[config.mk]
export PLATFORM = sky130hd
export DESIGN_NAME = ps2_tank_input
export DESIGN_NICKNAME = d
export VERILOG_FILES = /design/src/rtl/ps2_tank_input.sv
export SDC_FILE = /design/constraint.sdc
export NUM_CORES = 1
export LEC_CHECK = 0
export ABC_AREA = 1
export CORE_MARGIN = 4
export CORE_UTILIZATION = 52
export CTS_CLUSTER_SIZE = 10
export DETAILED_ROUTE_END_ITERATION = 6
export GPL_ROUTABILITY_DRIVEN = 1
export PLACE_DENSITY = 0.72
export SYNTH_ARGS = -nofsm -noshare
export SYNTH_HDL_FRONTEND = slang
export SYNTH_SLANG_ARGS = --single-unit
[constraint.sdc]
create_clock -name clk_100mhz -period 2.3 [get_ports clk_100mhz]
set_clock_uncertainty 0.1 [all_clocks]
set_input_delay 0.345 -clock clk_100mhz [delete_from_list [all_inputs] [get_ports clk_100mhz]]
set_output_delay 0.345 -clock clk_100mhz [all_outputs]
set_load 0.1 [all_outputs]
[src/rtl/ps2_tank_input.sv]
// PS/2 keyboard receiver and key decoder producing held direction, moving and shoot levels.
// Define WASD_EN to also steer with the W/A/S/D keys (they alias the arrow keys).
module ps2_tank_input #(
    parameter int TIMEOUT_CYC = 100000,
    parameter int SYNC_STAGES = 3
) (
    input  logic       clk_100mhz,
    input  logic       rst,
    input  logic       ps2_clk,
    input  logic       ps2_data,
    output logic [2:0] direct,
    output logic       moving,
    output logic       shoot,
    output logic [7:0] scan_code,
    output logic       scan_valid,
    output logic       frame_err
);
    localparam logic [16:0] TO_LAST = 17'(TIMEOUT_CYC - 1);

    typedef enum logic [1:0] {
        IDLE   = 2'd0,
        DATA   = 2'd1,
        PARITY = 2'd2,
        STOP   = 2'd3
    } state_t;

    function automatic logic odd_parity_ok(input logic [8:0] v);
        return ^v;
    endfunction

    logic [SYNC_STAGES-1:0] clk_sync_r;
    logic [SYNC_STAGES-1:0] data_sync_r;
    logic                   clk_prev_r;
    logic                   fall_s;
    logic                   bit_s;

    state_t      state_r;
    logic [2:0]  bcnt_r;
    logic [7:0]  sr_r;
    logic        par_r;
    logic [16:0] to_cnt_r;
    logic [3:0]  held_r;
    logic        brk_r;
    logic        ext_r;

    logic        dir_hit_s;
    logic [1:0]  dir_code_s;
    logic        is_space_s;
    logic [3:0]  held_after_s;
    logic [1:0]  lowest_s;

    // Pin synchronisers, idling high so reset never fakes a falling edge
    always_ff @(posedge clk_100mhz or posedge rst) begin
        if (rst) begin
            clk_sync_r  <= '1;
            data_sync_r <= '1;
            clk_prev_r  <= 1'b1;
        end else begin
            clk_sync_r  <= {clk_sync_r[SYNC_STAGES-2:0], ps2_clk};
            data_sync_r <= {data_sync_r[SYNC_STAGES-2:0], ps2_data};
            clk_prev_r  <= clk_sync_r[SYNC_STAGES-1];
        end
    end

    assign fall_s = clk_prev_r & ~clk_sync_r[SYNC_STAGES-1];
    assign bit_s  = data_sync_r[SYNC_STAGES-1];

    // Classify the byte sitting in the shift register and precompute the break result
    always_comb begin
        dir_hit_s  = 1'b0;
        dir_code_s = 2'd0;
        is_space_s = 1'b0;
        if (ext_r) begin
            case (sr_r)
                8'h6B:   begin dir_hit_s = 1'b1; dir_code_s = 2'd0; end
                8'h74:   begin dir_hit_s = 1'b1; dir_code_s = 2'd1; end
                8'h75:   begin dir_hit_s = 1'b1; dir_code_s = 2'd2; end
                8'h72:   begin dir_hit_s = 1'b1; dir_code_s = 2'd3; end
                default: dir_hit_s = 1'b0;
            endcase
        end else begin
            case (sr_r)
                8'h29:   is_space_s = 1'b1;
`ifdef WASD_EN
                8'h1C:   begin dir_hit_s = 1'b1; dir_code_s = 2'd0; end
                8'h23:   begin dir_hit_s = 1'b1; dir_code_s = 2'd1; end
                8'h1D:   begin dir_hit_s = 1'b1; dir_code_s = 2'd2; end
                8'h1B:   begin dir_hit_s = 1'b1; dir_code_s = 2'd3; end
`endif
                default: is_space_s = 1'b0;
            endcase
        end
        held_after_s = held_r & ~(4'b0001 << dir_code_s);
        if (held_after_s[0]) begin
            lowest_s = 2'd0;
        end else if (held_after_s[1]) begin
            lowest_s = 2'd1;
        end else if (held_after_s[2]) begin
            lowest_s = 2'd2;
        end else begin
            lowest_s = 2'd3;
        end
    end

    // Frame FSM, timeout supervision and key decode with registered outputs
    always_ff @(posedge clk_100mhz or posedge rst) begin
        if (rst) begin
            state_r    <= IDLE;
            bcnt_r     <= 3'd0;
            sr_r       <= 8'd0;
            par_r      <= 1'b0;
            to_cnt_r   <= 17'd0;
            held_r     <= 4'd0;
            brk_r      <= 1'b0;
            ext_r      <= 1'b0;
            direct     <= 3'b001;
            moving     <= 1'b0;
            shoot      <= 1'b0;
            scan_code  <= 8'd0;
            scan_valid <= 1'b0;
            frame_err  <= 1'b0;
        end else begin
            scan_valid <= 1'b0;
            frame_err  <= 1'b0;
            // A falling edge always beats a simultaneous timeout
            if (state_r == IDLE || fall_s) begin
                to_cnt_r <= 17'd0;
            end else if (to_cnt_r == TO_LAST) begin
                to_cnt_r  <= 17'd0;
                frame_err <= 1'b1;
                state_r   <= IDLE;
            end else begin
                to_cnt_r <= to_cnt_r + 17'd1;
            end
            if (fall_s) begin
                case (state_r)
                    IDLE: begin
                        bcnt_r  <= 3'd0;
                        state_r <= bit_s ? IDLE : DATA;
                    end
                    DATA: begin
                        sr_r   <= {bit_s, sr_r[7:1]};
                        bcnt_r <= bcnt_r + 3'd1;
                        if (bcnt_r == 3'd7) begin
                            state_r <= PARITY;
                        end
                    end
                    PARITY: begin
                        par_r   <= bit_s;
                        state_r <= STOP;
                    end
                    STOP: begin
                        state_r <= IDLE;
                        if (bit_s && odd_parity_ok({sr_r, par_r})) begin
                            scan_code  <= sr_r;
                            scan_valid <= 1'b1;
                            if (sr_r == 8'hF0) begin
                                brk_r <= 1'b1;
                            end else if (sr_r == 8'hE0) begin
                                ext_r <= 1'b1;
                            end else begin
                                brk_r <= 1'b0;
                                ext_r <= 1'b0;
                                if (is_space_s) begin
                                    shoot <= ~brk_r;
                                end
                                if (dir_hit_s && !brk_r) begin
                                    held_r[dir_code_s] <= 1'b1;
                                    direct             <= {1'b0, dir_code_s};
                                    moving             <= 1'b1;
                                end else if (dir_hit_s) begin
                                    held_r <= held_after_s;
                                    moving <= |held_after_s;
                                    if (direct == {1'b0, dir_code_s} && |held_after_s) begin
                                        direct <= {1'b0, lowest_s};
                                    end
                                end
                            end
                        end else begin
                            frame_err <= 1'b1;
                            brk_r     <= 1'b0;
                            ext_r     <= 1'b0;
                        end
                    end
                    default: state_r <= IDLE;
                endcase
            end
        end
    end
endmodule

==> summary.md, run 1 <==
| Metric | Value |
|---|---|
| Simple-gate share of the synthesized area | `around 36%` |
| Clk network pwr share | `30.4%` |
| Vias per cell | `5.192` |
| Final core utilization | `about three fifths` |
| Number of inserted filler cells in the final layout | `between 500 and 600` |
| Levels on crit path | `8` |
| Power Density | `756.3 nW/um^2` |
| Syn_area_per_cell | `8.120 sq um` |
| Number of nets in the layout | `approximately 410` |
| Global-route wire length before repair | `10.44 mm` |
| Combinational family with the most area after synthesis | `simple AND/OR/NAND/NOR gates` |
| Internal power contribution | `approximately 0.0017 W` |
| Post-CTS clock slew at the launch and capture registers of the worst setup and hold paths | `roughly 0.060 ns` |
| Buf/Inv on CP | `2` |
| Post-synthesis net count | `~390` |
| Count of synthesis-stage warnings from yosys | `0` |
| Overall die width | `between 80 and 90 um` |
| Sequential power share | `approximately 46%` |
| Detail Route Antenna Nets | `0` |
| Leakage power | `around 1.7 nW` |
| Count of endpoints failing hold in the final timing report | `0` |
| Fin crit share | `roughly nine tenths` |
| Number of hold buffers added after CTS | `0` |
| Cell count after synthesis | `~380` |
| Worst-path fanout max | `18` |
| Hold/Removal Path Class | `flop to flop` |
| XOR/XNOR share of the synthesized area | `approximately 1.1%` |
| Final count of negative-setup-slack endpoints | `0` |
| Slowest stage cell, crit path | `sky130_fd_sc_hd__dfstp_2` |
| Most frequent cells in the layout | `sky130_fd_sc_hd__nand2_1 (111), sky130_fd_sc_hd__dfrtp_1 (50), sky130_fd_sc_hd__inv_1 (40), sky130_fd_sc_hd__nor2_1 (33), sky130_fd_sc_hd__nand3_1 (24)` |
| Category of cells accounting for the largest share of critical-path delay | `simple AND/OR/NAND/NOR gates` |
| Maximum clock frequency | `roughly 500 MHz` |
| Die Outline Area | `7264 sq um` |
| Overflow left after global routing | `0` |
| Global placer's final weighted congestion | `~0.86` |
| Share of cell area taken by muxes after synthesis | `0%` |
| Routed via count | `roughly 2.5k` |
| Area taken by flip-flops and latches | `roughly 1500 sq um` |
| Switching part of the total power | `between 30% and 40%` |
| Slew Limit Headroom | `63.77%` |
| HPWL reported at the end of detailed placement | `4.372 mm` |
| DR pass1 iterations | `6` |
| Effective utilization at floorplan | `a little over half` |
| Number of antenna violations at the first check in global routing | `0` |
| Crit path time final | `2.054 ns` |
| MaxCap Viol Count | `0` |
| Clock root cell | `sky130_fd_sc_hd__clkbuf_8` |
| Post-CTS setup buffer count | `0` |
| Total Neg Setup Slack | `0 ns` |
| Number of antenna repair diodes | `0` |
| Sink count of the clock tree | `58` |
| Maximum count of clock buffers along a single path | `2` |
| #FFs+latches synth | `between 50 and 60` |
| Post-detailed-route DRC marker count | `0` |
| Clock latency reported for the late side of the worst-skew pair | `0.34 ns` |
| Element type at the critical path end | `flop` |
| Max Slew Vio Count | `0` |
| Number of port buffers | `17` |
| Worst path max stage delay | `between 0.5 and 0.6 ns` |
| Chip Height | `between 80 and 90 um` |
| Measured slew at the worst slew-check pin | `0.5421 ns` |
| CP Data Arrival Time | `2.23 ns` |
| Compound-gate portion of the synthesized area | `between 7 and 8%` |
| RSZ-0062 raised after global routing | `no` |
| Standard-cell rows | `27` |
| Post-synthesis cell type count | `38` |
| Area growth syn-to-layout | `12.30%` |
| Run status | `finished, final reports clean` |
| Post-synth design cell area | `between 3000 and 4000 sq um` |
| Share of cells above drive strength 1 | `about a fifth` |
| Adder-cell share of the synthesized area | `~1.2%` |
| Cell depth of the worst hold path | `0` |
| Number of global-route vias before repair | `2441` |
| Multi-input combinational cell area | `~1400 sq um` |
| Share of flip-flops with an asynchronous set or reset | `100.0%` |
| Pin count of the biggest net entering global routing | `59` |
| Count of flip-flops with a built-in enable after synthesis | `0` |
| Fraction of power consumed by combinational cells | `between 20% and 30%` |
| Endpoint required time on the critical path | `about 2.5 ns` |
| Part of the Yosys area used for sequential elements | `between 40 and 50%` |
| Peak supply drop | `between 400 and 500 uV` |
| Post-detailed-routing wire length | `5.959 mm` |
| Initial DRC count | `approximately 110` |
| TritonCTS clock tree | `done` |
| Maximum level of the CTS H-tree | `3` |
| Global Route Usage Sum | `between 10% and 20%` |
| Sw power | `between 0.0009 and 0.001 W` |
| Number of buffers inserted during clock tree synthesis | `9` |
| Average wire length per cell after detail routing | `12.31 um` |
| Ordered cell list for the critical path | `inv_1 -> nor2_1 -> inv_1 -> nor2_1 -> nand4_4 -> nor2_2 -> o21ai_1 -> nand2_1` |
| Most frequent standard cell in the layout excluding fill and tap cells | `sky130_fd_sc_hd__nand2_1` |
| Number of cells on the worst reg-to-reg path | `8` |
| Standard cell core area | `5642 sq um` |
| Critical path start-end classification | `flop to flop` |
| Final Total Pwr | `about 0.0026 W` |
| Number of instances resized during post-cts repair | `0` |
| Prevailing post-synth register cell | `sky130_fd_sc_hd__dfrtp_1` |
| CP startpoint kind | `flop` |
| Top-level port count | `19` |
[cells in the mapped netlist, types with 4 or more instances]
cell | number | share of area (%)
sky130_fd_sc_hd__a21oi_1 | 4 | 0.65
sky130_fd_sc_hd__dfrtp_1 | 50 | 40
sky130_fd_sc_hd__dfstp_2 | 8 | 6.8
sky130_fd_sc_hd__inv_1 | 41 | 5.0
sky130_fd_sc_hd__inv_2 | 6 | 0.73
sky130_fd_sc_hd__nand2_1 | 111 | 13
sky130_fd_sc_hd__nand2_2 | 10 | 2.0
sky130_fd_sc_hd__nand3_1 | 24 | 3.9
sky130_fd_sc_hd__nand3_2 | 5 | 1.6
sky130_fd_sc_hd__nand4_1 | 11 | 2.2
sky130_fd_sc_hd__nor2_1 | 33 | 4.0
sky130_fd_sc_hd__nor2_2 | 4 | 0.81
sky130_fd_sc_hd__nor3_1 | 9 | 1.5
sky130_fd_sc_hd__o21ai_0 | 7 | 1.1
sky130_fd_sc_hd__o21ai_1 | 12 | 1.9
sky130_fd_sc_hd__o21ai_2 | 9 | 2.5
[worst paths after layout]
| check | startpoint | slack (ns) | to |
|---|---|---|---|
| worst max-delay path | clk_prev_r | 0.25 | moving |
| worst min-delay path | clk_sync_r[0] | 0.25 | clk_sync_r[1] |
| worst max register to register | clk_prev_r | 0.25 | moving |
| worst min register to register | clk_sync_r[0] | 0.25 | clk_sync_r[1] |
| max in group asynchronous | rst | 1.53 | data_sync_r[0] |
| min in group asynchronous | rst | 0.27 | bcnt_r[0] |
[state kept, by name, summed over array words and instances, names as in the netlist, named ones only]
signal and cells:
direct 2, ext_r 1, scan_valid 1, sr_r 8
par_r 1, brk_r 1, shoot 1, clk_sync_r 3
state_r 1, to_cnt_r 17, clk_prev_r 1, moving 1
data_sync_r 3, scan_code 8, bcnt_r 3, frame_err 1
[final cells by class]
class / instances / share of cell area, %
clock inverters: 3 / 0.4310
flip-flops and latches: 58 / 41.95
inverters: 49 / 5.280
repair buffers: 19 / 4.670
well taps: 72 / 2.586
multi-input cells: 270 / 40.80
clock buffers: 13 / 4.274
[power groups by stage]
stage	clock (W)	combinational [W]	sequential, W
2_1_floorplan	0	0.000570	0.00118
6_report	0.000802	0.000629	0.00120
5_1_grt	0.000884	0.000716	0.00122
4_1_cts	0.000830	0.000639	0.00120
3_3_place_gp	0	0.000623	0.00122
3_5_place_dp	0	0.000637	0.00122
[cell families (layout without fill, tap and decap cells)]
family	count (synthesis)	count (layout)
flops	58	58
compound gates	35	35
simple gates	227	227
buf+inv	54	84
xor+xnor	4	4
other cells	1	1
fa+ha+maj	3	3
[worst register-to-register path: stages (launching register included)]
cell and delay, ns:
sky130_fd_sc_hd__dfstp_2 0.52, sky130_fd_sc_hd__inv_1 0.03, sky130_fd_sc_hd__nor2_1 0.17, sky130_fd_sc_hd__inv_1 0.15, sky130_fd_sc_hd__nor2_1 0.28, sky130_fd_sc_hd__nand4_4 0.34
sky130_fd_sc_hd__nor2_2 0.24, sky130_fd_sc_hd__o21ai_1 0.09, sky130_fd_sc_hd__nand2_1 0.07
[through the flow]
| stage | hold WS (ns) | worst slack (ns) | instances | instance area, sq um |
|---|---|---|---|---|
| floorplan | 0.2452 | 0.4403 | 382 | 3102 |
| global route | 0.2589 | 0.03550 | 484 | 3483 |
| CTS | 0.2558 | 0.2407 | 484 | 3483 |
| finish | 0.2550 | 0.2458 | 484 | 3483 |
| detailed placement | 0.2468 | 0.2637 | 468 | 3319 |
| global placement | 0.2460 | 0.3664 | 468 | 3319 |
[layer usage]
metal	vias up	share of wire [%]	track usage (%)
li1	1276	-	-
met5	-	0	0
met2	48	50	30.79
met4	0	1.8	9.496
met3	11	4.5	5.146
met1	1178	44	21.32
Power figures use the tool's default switching activity.
==> run 2: changes to the inputs <==
--- a/config.mk
+++ b/config.mk
@@ -6,7 +6,7 @@
 export NUM_CORES = 1
 export LEC_CHECK = 0
 export ABC_AREA = 1
-export CORE_MARGIN = 4
+export CORE_MARGIN = 2
 export CORE_UTILIZATION = 52
 export CTS_CLUSTER_SIZE = 10
 export DETAILED_ROUTE_END_ITERATION = 6
==> run 2 against run 1 <==
Compared with the run above: hold slack barely moved; global-route usage rose by 2.8 points; via count rose by 0.64%; largest power group unchanged.
==> summary.md, run 2 (synthesized netlist as in run 1, its figures left out) <==
| Metric | Value |
|---|---|
| Critical path start-end classification | `flop to flop` |
| RSZ-0062 raised after global routing | `no` |
| Top-level port count | `19` |
| Clk network pwr share | `between 30 and 40%` |
| Final count of negative-setup-slack endpoints | `0` |
| Post-detailed-route DRC marker count | `0` |
| TritonCTS clock tree | `done` |
| Final Total Pwr | `around 0.0029 W` |
| Crit path time final | `between 2 and 2.5 ns` |
| Most frequent cells in the layout | `sky130_fd_sc_hd__nand2_1 (111), sky130_fd_sc_hd__dfrtp_1 (50), sky130_fd_sc_hd__inv_1 (40), sky130_fd_sc_hd__nor2_1 (33), sky130_fd_sc_hd__nand3_1 (24)` |
| Endpoint required time on the critical path | `2.48 ns` |
| Effective utilization at floorplan | `around 53%` |
| Clock root cell | `sky130_fd_sc_hd__clkbuf_8` |
| Overflow left after global routing | `0` |
| Die Outline Area | `~6600 sq um` |
| Sequential power share | `approximately two fifths` |
| DR pass1 iterations | `6` |
| Maximum clock frequency | `about 500 MHz` |
| Measured slew at the worst slew-check pin | `just over 0.5 ns` |
| Number of antenna violations at the first check in global routing | `0` |
| Maximum level of the CTS H-tree | `3` |
| Registers with the most flip-flops | `to_cnt_r x17, scan_code x8, sr_r x8` |
| Chip Height | `81.23 um` |
| Biggest register | `to_cnt_r` |
| Number of inserted filler cells in the final layout | `514` |
| Number of antenna repair diodes | `0` |
| Leakage power | `about 1.7 nW` |
| Number of hold buffers added after CTS | `0` |
| Switching part of the total power | `33.09%` |
| HPWL reported at the end of detailed placement | `about 4.2 mm` |
| Sink count of the clock tree | `58` |
| Run status | `finished, final reports clean` |
| Cell count after placement | `470` |
| Internal power contribution | `0.001928 W` |
| Count of endpoints failing hold in the final timing report | `0` |
| Number of instances resized during post-cts repair | `0` |
| Overall die width | `81.23 um` |
| Post-detailed-routing wire length | `slightly above 6 mm` |
| Global placer's final weighted congestion | `roughly 0.85` |
| Maximum count of clock buffers along a single path | `2` |
| Standard cell core area | `approximately 5900 sq um` |
| Detail Route Antenna Nets | `0` |
| Number of global-route vias before repair | `2450` |
| Fraction of power consumed by combinational cells | `a little over a fifth` |
| Worst-path fanout max | `18` |
| Max Slew Vio Count | `0` |
| CP startpoint kind | `flop` |
| Peak supply drop | `about 480 uV` |
| Element type at the critical path end | `flop` |
| Global Route Usage Sum | `between 20% and 30%` |
| Power Density | `between 800 and 900 nW/um^2` |
| CP Data Arrival Time | `approximately 2.2 ns` |
| Number of buffers inserted during clock tree synthesis | `9` |
| Hold/Removal Path Class | `flop to flop` |
| Placed cell areas | `3316 sq um` |
| Vias per cell | `5.204` |
| Number of port buffers | `17` |
| Number of nets in the layout | `between 400 and 500` |
| Standard-cell rows | `28` |
| Average wire length per cell after detail routing | `between 10 and 15 um` |
| Share of cells above drive strength 1 | `approximately a fifth` |
| Global-route wire length before repair | `~11 mm` |
| Post-Layout Inst Area | `roughly 3500 sq um` |
| MaxCap Viol Count | `0` |
| Total Neg Setup Slack | `0 ns` |
| Number of standard cells in the layout, taps in and fillers out | `~500` |
| Clock latency reported for the late side of the worst-skew pair | `0.34 ns` |
| Final WS setup | `0.2479 ns` |
| Initial DRC count | `98` |
| Pin count of the biggest net entering global routing | `59` |
| Setup slack after placement | `between 0.2 and 0.3 ns` |
| Most frequent standard cell in the layout excluding fill and tap cells | `sky130_fd_sc_hd__nand2_1` |
| Slew Limit Headroom | `65.42%` |
| Flip-flop count of the largest register after layout | `17` |
| Area growth syn-to-layout | `13.96%` |
| Routed via count | `approximately 2.5k` |
| Post-CTS clock slew at the launch and capture registers of the worst setup and hold paths | `~0.07 ns` |
| Fin crit share | `between 80 and 90%` |
| Post-CTS setup buffer count | `0` |
| Sw power | `roughly 0.00095 W` |
-- run 2: critical path, stage by stage (launching register included) --
cell and delay (ns):
sky130_fd_sc_hd__dfstp_2 0.52, sky130_fd_sc_hd__inv_1 0.03, sky130_fd_sc_hd__nor2_1 0.15, sky130_fd_sc_hd__inv_1 0.14, sky130_fd_sc_hd__nor2_1 0.30, sky130_fd_sc_hd__nand4_4 0.35, sky130_fd_sc_hd__nor2_2 0.24, sky130_fd_sc_hd__nand3_1 0.09
sky130_fd_sc_hd__nand2_1 0.09
-- run 2: path summary, 6_finish.rpt --
check,cells past startpoint,to,startpoint,slack [ns]
worst max-delay path,8,direct[0],clk_prev_r,0.25
worst min-delay path,0,data_sync_r[2],data_sync_r[1],0.26
worst max register to register,8,direct[0],clk_prev_r,0.25
worst min register to register,0,data_sync_r[2],data_sync_r[1],0.26
max in group asynchronous,3,data_sync_r[0],rst,1.52
min in group asynchronous,3,scan_code[6],rst,0.27
-- run 2: metrics by stage --
step | hold WS [ns] | util, %
after floorplan | 0.2452 | -
after global routing | 0.2580 | 60.41
after detailed placement | 0.2468 | 56.67
after CTS | 0.2558 | 60.41
after global placement | 0.2459 | 56.67
final | 0.2551 | 60.41
-- run 2: final cells by class --
class,instances,area (sq um),area share (%)
Inverter,49,183.9,5.204
Multi-Input combinational cell,270,1421,40.21
Tap cell,75,93.84,2.655
Timing Repair Buffer,18,155.1,4.389
Sequential cell,58,1461,41.35
Clock inverter,5,77.57,2.195
Clock buffer,11,141.4,4.000
-- run 2: routing by layer --
layer	global-route usage [%]	wire length, um	vias to the layer above
li1	-	-	1287
met1	24.52	2630	1192
met2	36.69	3133	42
met3	4.000	182	8
met4	11.69	106	0
met5	0	0	-
-- run 2: power by group through the flow --
stage / combinational [W] / clock, W / sequential [W]
finish: 0.000633 / 0.00104 / 0.00121
global route: 0.000712 / 0.00111 / 0.00122
CTS: 0.000643 / 0.00107 / 0.00121
detailed placement: 0.000635 / 0 / 0.00122
global placement: 0.000621 / 0 / 0.00122
floorplan: 0.000570 / 0 / 0.00118
